### config.mk
export PLATFORM = sky130hd
export DESIGN_NAME = fixed_float_scheduler
export DESIGN_NICKNAME = d
export VERILOG_FILES = /design/src/rtl/fixed_float_scheduler.sv
export SDC_FILE = /design/constraint.sdc
export NUM_CORES = 1
export LEC_CHECK = 0
export CORE_ASPECT_RATIO = 0.7
export CORE_UTILIZATION = 41
export CTS_BUF_LIST = sky130_fd_sc_hd__clkbuf_4 sky130_fd_sc_hd__clkbuf_8
export DETAILED_ROUTE_END_ITERATION = 6
export PLACE_DENSITY_LB_ADDON = 0.12
export SLEW_MARGIN = 20
export SYNTH_ARGS = -nofsm -noshare
export SYNTH_HDL_FRONTEND = slang
export SYNTH_SLANG_ARGS = --single-unit
### constraint.sdc
create_clock -name clk -period 5 [get_ports clk]
set_input_delay 1 -clock clk [delete_from_list [all_inputs] [get_ports clk]]
set_output_delay 1 -clock clk [all_outputs]
set_load 0.05 [all_outputs]
### src/rtl/fixed_float_scheduler.sv
// Round-robin arbiter that shares one fixed-to-float converter between four lanes.
// One operation in flight at a time; a converter that never answers is aborted after TIMEOUT cycles.
module fixed_float_scheduler #(
   parameter int TIMEOUT = 16
) (
   input  logic        clk,
   input  logic        reset,
   input  logic [3:0]  req_valid,
   input  logic [87:0] req_data,
   output logic [3:0]  req_ready,
   output logic        cvt_enable,
   output logic [21:0] cvt_data,
   input  logic        cvt_done,
   input  logic [31:0] cvt_result,
   output logic        rsp_valid,
   output logic [1:0]  rsp_id,
   output logic [31:0] rsp_result,
   output logic        rsp_error,
   input  logic        rsp_ready
);

   localparam int CW = $clog2(TIMEOUT + 1);
   localparam logic [CW-1:0] CNT_LAST = CW'(TIMEOUT - 1);

   typedef enum logic [1:0] {IDLE, ISSUE, WAIT, RESP} state_t;

   state_t        state_reg, state_next;
   logic [1:0]    last_grant_reg;
   logic [1:0]    id_reg;
   logic [21:0]   op_reg;
   logic [31:0]   result_reg;
   logic          err_reg;
   logic [CW-1:0] cnt_reg;

   logic [21:0]   lane_data [4];
   logic          grant_found;
   logic [1:0]    grant_idx;
   logic [1:0]    cand;
   logic [3:0]    req_ready_c;

   for (genvar gi = 0; gi < 4; gi++) begin : g_lane
      assign lane_data[gi] = req_data[22*gi +: 22];
   end

   // Search starts one past the previous winner so every lane gets a turn.
   always_comb begin
      grant_found = 1'b0;
      grant_idx   = last_grant_reg;
      cand        = last_grant_reg;
      for (int k = 1; k <= 4; k++) begin
         cand = last_grant_reg + 2'(k);
         if (!grant_found && req_valid[cand]) begin
            grant_found = 1'b1;
            grant_idx   = cand;
         end
      end
   end

   always_comb begin
      state_next  = state_reg;
      req_ready_c = 4'b0000;
      case (state_reg)
         IDLE: begin
            if (grant_found) begin
               req_ready_c[grant_idx] = 1'b1;
               state_next             = ISSUE;
            end
         end
         ISSUE: state_next = WAIT;
         WAIT: begin
            if (cvt_done || cnt_reg == CNT_LAST)
               state_next = RESP;
         end
         RESP: begin
            if (rsp_ready)
               state_next = IDLE;
         end
         default: state_next = IDLE;
      endcase
   end

   always_ff @(posedge clk) begin
      if (reset) begin
         state_reg      <= IDLE;
         last_grant_reg <= 2'd3;
         id_reg         <= 2'd0;
         op_reg         <= 22'd0;
         result_reg     <= 32'd0;
         err_reg        <= 1'b0;
         cnt_reg        <= '0;
      end else begin
         state_reg <= state_next;
         case (state_reg)
            IDLE: begin
               if (grant_found) begin
                  op_reg <= lane_data[grant_idx];
                  id_reg <= grant_idx;
               end
            end
            WAIT: begin
               cnt_reg <= cnt_reg + CW'(1);
               // A late done still wins over the abort on the final cycle.
               if (cvt_done) begin
                  result_reg <= cvt_result;
                  err_reg    <= 1'b0;
               end else if (cnt_reg == CNT_LAST) begin
                  result_reg <= 32'd0;
                  err_reg    <= 1'b1;
               end
            end
            RESP: begin
               if (rsp_ready) begin
                  last_grant_reg <= id_reg;
                  cnt_reg        <= '0;
               end
            end
            default: ;
         endcase
      end
   end

   assign req_ready  = req_ready_c;
   assign cvt_enable = (state_reg == ISSUE) || (state_reg == WAIT);
   assign cvt_data   = cvt_enable ? op_reg : 22'd0;
   assign rsp_valid  = (state_reg == RESP);
   assign rsp_id     = id_reg;
   assign rsp_result = result_reg;
   assign rsp_error  = err_reg;

endmodule
==> results of run 1 <==
[worst min path at each step]
| stage | end | cells after the start |
|---|---|---|
| global route | rsp_error$_SDFFE_PP0P_ | 2 |
| CTS | op_reg[2]$_SDFFE_PP0P_ | 2 |
| floorplan | op_reg[0]$_SDFFE_PP0P_ | 2 |
| finish | op_reg[18]$_SDFFE_PP0P_ | 2 |
| global placement | op_reg[6]$_SDFFE_PP0P_ | 2 |
| detailed placement | op_reg[2]$_SDFFE_PP0P_ | 2 |
[through the flow]
step	setup WS (ps)	cells	hold WS [ps]	area [sq um]	power [W]
2_1_floorplan	1220	345	424	3130	0.00148
3_3_place_gp	977	609	434	5050	0.00186
3_5_place_dp	880	610	444	5070	0.00189
4_1_cts	876	626	461	5270	0.00235
5_1_grt	710	626	470	5270	0.00246
6_report	886	626	457	5270	0.00233
[worst register-to-register path, cell delays in order (launching register included)]
cell,delay (ps)
dfxtp_1,480
mux2i_1,250
nor2_1,90
nor3_4,260
buf_4,630
mux2i_1,380
o221ai_1,130
[cells in the final DEF, fill, tap and decap left out, types with 4 or more instances in the layout]
cell type	count
clkdlybuf4s50_1	190
o221ai_1	22
mux2i_1	45
ha_1	5
dfxtp_1	66
nand2_1	28
buf_4	4
and3_1	4
a21oi_1	9
nor3_1	4
a22oi_1	33
nor2_1	47
nor2b_1	4
and2_1	23
clkbuf_8	10
nand2b_1	6
inv_1	5
[kinds of logic after synthesis]
logic type      after synthesis  share of synthesized area [%]
simple gates                121                           18.4
compound gates               75                           18.0
flops                        66                           42.2
mux                          45                           14.4
buf+inv                      33                           5.03
fa+ha+maj                     5                           2.00
[routing by layer]
layer  vias up  global-route usage [%]
li1       1599                       -
met4         0                    7.91
met3        10                    10.5
met2       124                    41.1
met5         -                       0
met1      1508                    26.3
[layout make-up]
class	instances	area [sq um]	share of cell area (%)
repair buffers	195	1950	37.0
multi-input cells	246	1660	31.4
flip-flops and latches	66	1320	25.1
clock buffers	10	138	2.61
well taps	98	123	2.33
clock inverters	6	65.1	1.23
inverters	5	18.8	0.356
[power groups by stage]
stage / Clock [W] / Combinational (W) / Sequential (W)
final: 0.000453 / 0.00118 / 0.000696
after global routing: 0.000489 / 0.00126 / 0.000709
after CTS: 0.000465 / 0.00119 / 0.000696
after detailed placement: 0 / 0.00119 / 0.000707
after global placement: 0 / 0.00116 / 0.000702
after floorplan: 0 / 0.000678 / 0.000806
==> run summary, run 1 <==
The flow ran to the end, and the final reports show no timing, DRC or antenna violations. The count of warnings emitted by yosys is 0. The final layout contains routed wiring with a total length of 9620 um. The end-of-flow core utilization is 71.7%. The final-layout setup total negative slack is 0 ps. The fmax came out at approximately 0.24 GHz. STA classifies the critical path endpoint as an output pin. The startpoint identified for the worst register-to-register timing path is last_grant_reg[1]$_SDFFE_PP1P_. The worst-case register-to-register setup slack came out at between 2000 and 3000 ps. The number of sinks on the clock net is 66. The number of enable-type register cells in the synthesized netlist came out at 0. dfxtp_1 takes more of the synthesized area than any other cell. The data arrival time at the worst-slack endpoint is approximately 3100 ps. By area the synthesized netlist is led by dfxtp_1, mux2i_1, a22oi_1. The clock-pin slew on the worst setup and hold paths is 70 ps. Input and output buffers added on the ports amount to 190. The worst hold path belongs to the class reg2reg. The number of hold buffers added after CTS was 0. The placement row count came out at 26. The global-route usage over all layers is 23.6%.

The kind of cell with the highest combined delay along the critical path is buffers and inverters. The power per cell area is around 440 mW/mm^2. The number of buffers added by the clock tree synthesis step is 9. The terminus of the critical flop-to-flop path is op_reg[21]$_SDFFE_PP0P_.

The flip-flop and latch count after synthesis is 66. The total internal power came out at between 0.001 and 0.0015 W. The peak supply drop came out at 0.271 mV.

The floorplan step defined a core boundary enclosing 0.00735 sq mm. From bottom edge to top edge, the die measures 75.1 um. In this run the most critical hold path is launched from op_reg[18]$_SDFFE_PP0P_. After synthesis, the mean cell area works out to slightly above 9 sq um. The synthesized instance count came out at 345. The capture point of the critical path is req_ready[2].

On the critical path, the stage with the largest delay is an instance of clkdlybuf4s50_1. The count of unresolved DRC violations after routing is 0. The die footprint came out at 0.00800 sq mm. The maximum fanout along the worst path came out at 6. The portion of total power attributed to sequential cells is 29.8%.

The register area share after synthesis came out at approximately 42%. The number of nets produced by synthesis is 478. The number of buffers added for setup after CTS came out at 0. Setup repair after global routing left no endpoint under its margin.

The time the final worst path needs with I/O delays and setup came out at a little over 4000 ps. No sink is reached through more buffers than the 2 on the longest clock path. The clock tree from TritonCTS is yes. For this block, the via count after detailed routing is between 3000 and 4000. The startpoint type of the worst setup path is an input pin. The fraction of layout instances using a drive strength above 1 came out at about 4.4%. The count of fill cells added during filler insertion is just over 600.

The commonest cells after synthesis are dfxtp_1, nor2_1, mux2i_1. Among all cell types in the netlist, the one instantiated most often is dfxtp_1. The fraction of power spent switching nets came out at between 40 and 50%.

In this design, the critical path's most frequently occurring cell is clkdlybuf4s50_1. After global routing the overflow that remains totals 0. Signal routing reaches up to met4.

Measured against its own limit, the worst slew margin works out to 39.2%. The number of buffer and inverter instances along the worst setup path is 2. The type of the worst setup path is in2out. The leakage component of the power is approximately 2.1 nW. The first-pass GRT wire length came out at approximately 15000 um. The final routed wire length divided by cell count is 15.4 um. The first routing iteration left around 110 violations.

The net total in the final layout came out at 656. Detailed routing placed a total of 877 um of wire on met3. The chip width came out at ~110 um.

The number of antenna violations at the first check in global routing came out at 0. Of the post-synthesis cell area, the dominant cell type holds between 40% and 50%. The share of flip-flops with an asynchronous set or reset came out at 0%. The clock network fraction of design power came out at 19.4%.

At the end of routability-driven placement, the weighted congestion stood at just under 0.8. The met2 wire length came out at about 4600 um. From synthesis to final layout, the design area changed by 68.2%. The critical path depth came out at 5. The number of cells on the worst reg-to-reg path is 6. The register with the most flip-flops in the layout has 32 of them. The critical path starts at req_valid[3]. The number of nets with antenna violations after detailed routing came out at 0. The via density per instance came out at about 5.2. Setup violations remaining at the end of the flow were counted as 0. The tool flagged a number of max-cap violations equal to 0.

The largest net degree at the start of global routing came out at 47. The number of instances resized during post-cts repair is 0. In this run the cell area of the synthesized design comes to roughly 0.0031 sq mm.

The combinational share of power came out at between 50% and 60%. The total count of hold-check failures in the final report came out at 0. The I/O pin count is 191. The half-perimeter wire length after detailed placement is between 6000 and 7000 um.

The final count of pins violating max slew is 0. The fraction of the cycle the final worst path needs came out at 82.3%. The number of detailed-routing iterations run before antenna repair came out at 4. The clock tree root buffer cell is clkbuf_8.

The analysis attributes to net switching a power of approximately 0.0010 W. The critical path required time came out at around 4000 ps. Across the routed clock network, the largest skew measured is ~13 ps.

The wire length the detailed router placed on met1 came out at roughly 4000 um. Traced cell by cell, the critical path runs through clkdlybuf4s50_1 > nor4_1 > nor2b_1 > and3_1 > clkdlybuf4s50_1. For this configuration, the core starts out at a cell density of approximately 43%.

The peak per-stage delay on the critical path came out at around 700 ps. The unique cell type count in the Yosys netlist came out at 32. The count of antenna diodes in the layout came out at 0. In the synthesized netlist the dominant register cell turns out to be dfxtp_1. The clock insertion delay at the later pin of the skew report is roughly 340 ps.

The H-tree generated during clock tree synthesis spans 3 levels. At the pin with the least slew margin, the transition time is between 900 and 1000 ps. The number of global-route vias before repair is roughly 3200.
(Power assumes the default switching activity.)
==> inputs of run 2 (changes only) <==
--- a/config.mk
+++ b/config.mk
@@ -6,7 +6,7 @@
 export NUM_CORES = 1
 export LEC_CHECK = 0
 export CORE_ASPECT_RATIO = 0.7
-export CORE_UTILIZATION = 41
+export CORE_UTILIZATION = 35
 export CTS_BUF_LIST = sky130_fd_sc_hd__clkbuf_4 sky130_fd_sc_hd__clkbuf_8
 export DETAILED_ROUTE_END_ITERATION = 6
 export PLACE_DENSITY_LB_ADDON = 0.12
==> constraint.sdc (replaced) <==
create_clock -name clk -period 3.54 [get_ports clk]
set_input_delay 0.708 -clock clk [delete_from_list [all_inputs] [get_ports clk]]
set_output_delay 0.708 -clock clk [all_outputs]
set_load 0.05 [all_outputs]
==> run 2 against run 1 <==
Effect of this change:
- critical path depth is 1 lower
- largest power group unchanged
- sequential share of layout area decreased by 0.28 points
- clock skew shrank 6.4 ps
- first-iteration DRC count increased by 26%
- non-clock buffer count is 2 higher
- utilization is 9.3 points lower
- clock power up 36%
- sequential power increased by 41%
- global-route usage down 3.0 points
- clock-buffer cell count rose by 3
==> run summary, run 2 (synthesis results as in run 1) <==
The core region area was 0.00855 sq mm (was 0.00735 sq mm). The initial DRC count came out at 142 (was 113). The final routed wire length divided by cell count is 14.9 um (was 15.4 um).

The via density per instance came out at 4.88 (was 5.18). The transition time of the tightest slew-check pin came out at 680 ps (was 912 ps). The time the final worst path needs with I/O delays and setup is 3280 ps.

The combinational share of power is 51.5% (was 50.7%). The worst-case setup slack after placement is 494 ps (was 880 ps). The total internal power came to 0.00188 W (was 0.00133 W). The final-layout setup total negative slack is 0 ps (unchanged).

The number of buffer and inverter instances along the worst setup path came out at 2 (unchanged). The placement row count is 28 (was 26). The number of max-capacitance violations reported is 0 (unchanged). The critical path required time is 2830 ps (was 4000 ps). Dividing the final minimum period by the clock period gives between 90% and 100%. The type of the worst setup path is reg2out (was in2out). The post-cts hold buffer count is 0 (unchanged). The clock tree root buffer cell is clkbuf_8 (unchanged). The number of sinks on the clock net came out at 66 (unchanged). The net switching power is 0.00141 W (was 0.00100 W). The largest net degree at the start of global routing is 45 (was 47). The number of antenna violations at the first check in global routing is 0 (unchanged). The commonest non-fill, non-tap cell in the layout was clkdlybuf4s50_1 (unchanged). The peak per-stage delay on the critical path is 810 ps (was 700 ps).

The count of port buffers added during placement is 190 (unchanged). The clock tree from TritonCTS was yes (unchanged). The effective utilization at floorplan is 36.6% (was 42.6%). The cell type group with the largest total delay on the critical path is buffers and inverters (unchanged). The fmax came out at slightly above 0.3 GHz. The final instance area is 0.00533 sq mm (was 0.00527 sq mm).

Ordered list of cells on the worst path: inv_1 > ha_1 > and2_1 > clkdlybuf4s50_1 (was clkdlybuf4s50_1 > nor4_1 > nor2b_1 > and3_1 > clkdlybuf4s50_1). The final setup violation count came out at 0 (unchanged). The fraction of layout instances using a drive strength above 1 came out at 5.47% (was 4.36%).

The clock-pin slew on the worst setup and hold paths is 70 ps (about the same). The first-pass GRT wire length came out at 14800 um (was 14600 um). The via count of the routed design came out at 3174 (was 3241). The total count of hold-check failures in the final report came to 0 (unchanged). The maximum buffer depth of the clock tree is 2 (unchanged). The net total in the final layout is 658 (was 656).

The fraction of power spent switching nets came to 42.8% (was 43.0%). Unrepaired setup endpoints after global routing: false (unchanged). The number of buffers added by the clock tree synthesis step came out at 9 (unchanged).

The number of buffers added for setup after CTS is 0 (unchanged). The final count of pins violating max slew came out at 0 (unchanged). The clock network fraction of design power is 18.6% (was 19.4%). The number of detailed-routing iterations run before antenna repair was 4 (unchanged). The clock insertion delay at the later pin of the skew report is 340 ps (about the same).

The die footprint is 0.00934 sq mm (was 0.00800 sq mm). The classification of the worst-slack hold path is reg2reg (unchanged). Commonest non-fill, non-tap cells in the layout: clkdlybuf4s50_1, dfxtp_1, nor2_1 (unchanged). The peak supply drop came out at 0.325 mV (was 0.271 mV). The count of antenna diodes in the layout came out at 0 (unchanged). The power per cell area came out at 618 mW/mm^2 (was 443 mW/mm^2). The global-route usage over all layers is 20.6% (was 23.6%).

The number of instances resized during post-cts repair came out at 0 (unchanged). The startpoint type of the worst setup path is a register (was input pin). Status: finished clean (unchanged). The highest-delay cell along the critical path is clkdlybuf4s50_1 (unchanged).

The H-tree depth reported by CTS came out at 3 (unchanged). The wire length reported by the detailed router came to 9680 um (was 9620 um). The chip width came out at 115 um (was 106 um).

The worst-case headroom to the max-slew limit came out at 54.7% (was 39.2%). The leakage component of the power is 2.14 nW (was 2.11 nW). The number of nets with antenna violations after detailed routing is 0 (unchanged). The maximum fanout along the worst path was 24 (was 6). The final critical-path setup slack was 260 ps (was 886 ps). The half-perimeter wire length after detailed placement is 7190 um (was 6980 um).

The post-placement cell area is 0.00513 sq mm (was 0.00507 sq mm). The I/O pin count is 191 (unchanged). The portion of total power attributed to sequential cells is 29.9% (was 29.8%). The final setup skew came out at 6.56 ps (was 13.0 ps). The total congestion overflow after global routing was 0 (unchanged). The overall die height is 81.1 um (was 75.1 um).

The final hold slack is 459 ps (was 457 ps). The area growth from synthesis to final layout came out at 70.2% (was 68.2%). The final instance count without filler cells came out at 650 (was 626). The flip-flop count of the largest register, all copies and words added came out at 32 (unchanged). The data arrival time at the worst-slack endpoint is 2570 ps (was 3110 ps).

The kind of end point of the critical path is an output pin (unchanged). The number of global-route vias before repair came to 3062 (was 3161). The number of instances in the placed design is 634 (was 610). The count of unresolved DRC violations after routing came out at 0 (unchanged).

The last weighted congestion value of the routability-driven placer is 0.765 (was 0.772). The count of fill cells added during filler insertion is 768 (was 608).
## run 2: area by class of cell
class	count	area (sq um)	share of cell area [%]
well taps	120	150	2.82
clock inverters	3	21.3	0.399
clock buffers	13	179	3.36
inverters	5	18.8	0.352
multi-input cells	246	1660	31.1
repair buffers	197	1980	37.2
flip-flops and latches	66	1320	24.8
## run 2: per-layer routing
layer  GRT usage, %  part of all wire (%)  up-vias
met5              0                     0        -
met4           7.27                   1.1        0
met3           8.81                   8.7       11
met2           34.0                    47      100
met1           24.1                    43     1464
li1               -                     -     1599
## run 2: power groups by stage
stage | sequential (W) | clock (W) | combinational, W
floorplan | 0.00114 | 0 | 0.000958
global placement | 0.000991 | 0 | 0.00169
detailed placement | 0.000997 | 0 | 0.00171
CTS | 0.000983 | 0.000638 | 0.00171
global route | 0.00100 | 0.000674 | 0.00182
finish | 0.000983 | 0.000614 | 0.00170
## run 2: worst reg2reg max path: cells and delay by family, from the launching register on
| kind | cells | cell delay [ps] |
|---|---|---|
| flip-flops | 1 | 480 |
| buffers and inverters | 1 | 330 |
| AO/OA/AOI/OAI | 1 | 150 |
| multiplexers | 2 | 570 |
| AND/OR/NAND/NOR | 2 | 410 |
## run 2: path summary, 6_finish.rpt
kind                                                     start                      end  slack, ps  cells past startpoint
worst max-delay path                 state_reg[1]$_SDFFE_PP0P_             cvt_data[20]        260                      4
worst min-delay path                    rsp_error$_SDFFE_PP0P_   rsp_error$_SDFFE_PP0P_        460                      2
worst max register to register  last_grant_reg[1]$_SDFFE_PP1P_  op_reg[17]$_SDFFE_PP0P_       1470                      6
worst min register to register          rsp_error$_SDFFE_PP0P_   rsp_error$_SDFFE_PP0P_        460                      2
## run 2: per-stage QoR
stage	total power, W	util [%]
final	0.00329	62.3
after global routing	0.00349	62.3
after CTS	0.00333	62.3
after detailed placement	0.00270	60.0
after global placement	0.00268	60.0
after floorplan	0.00210	-
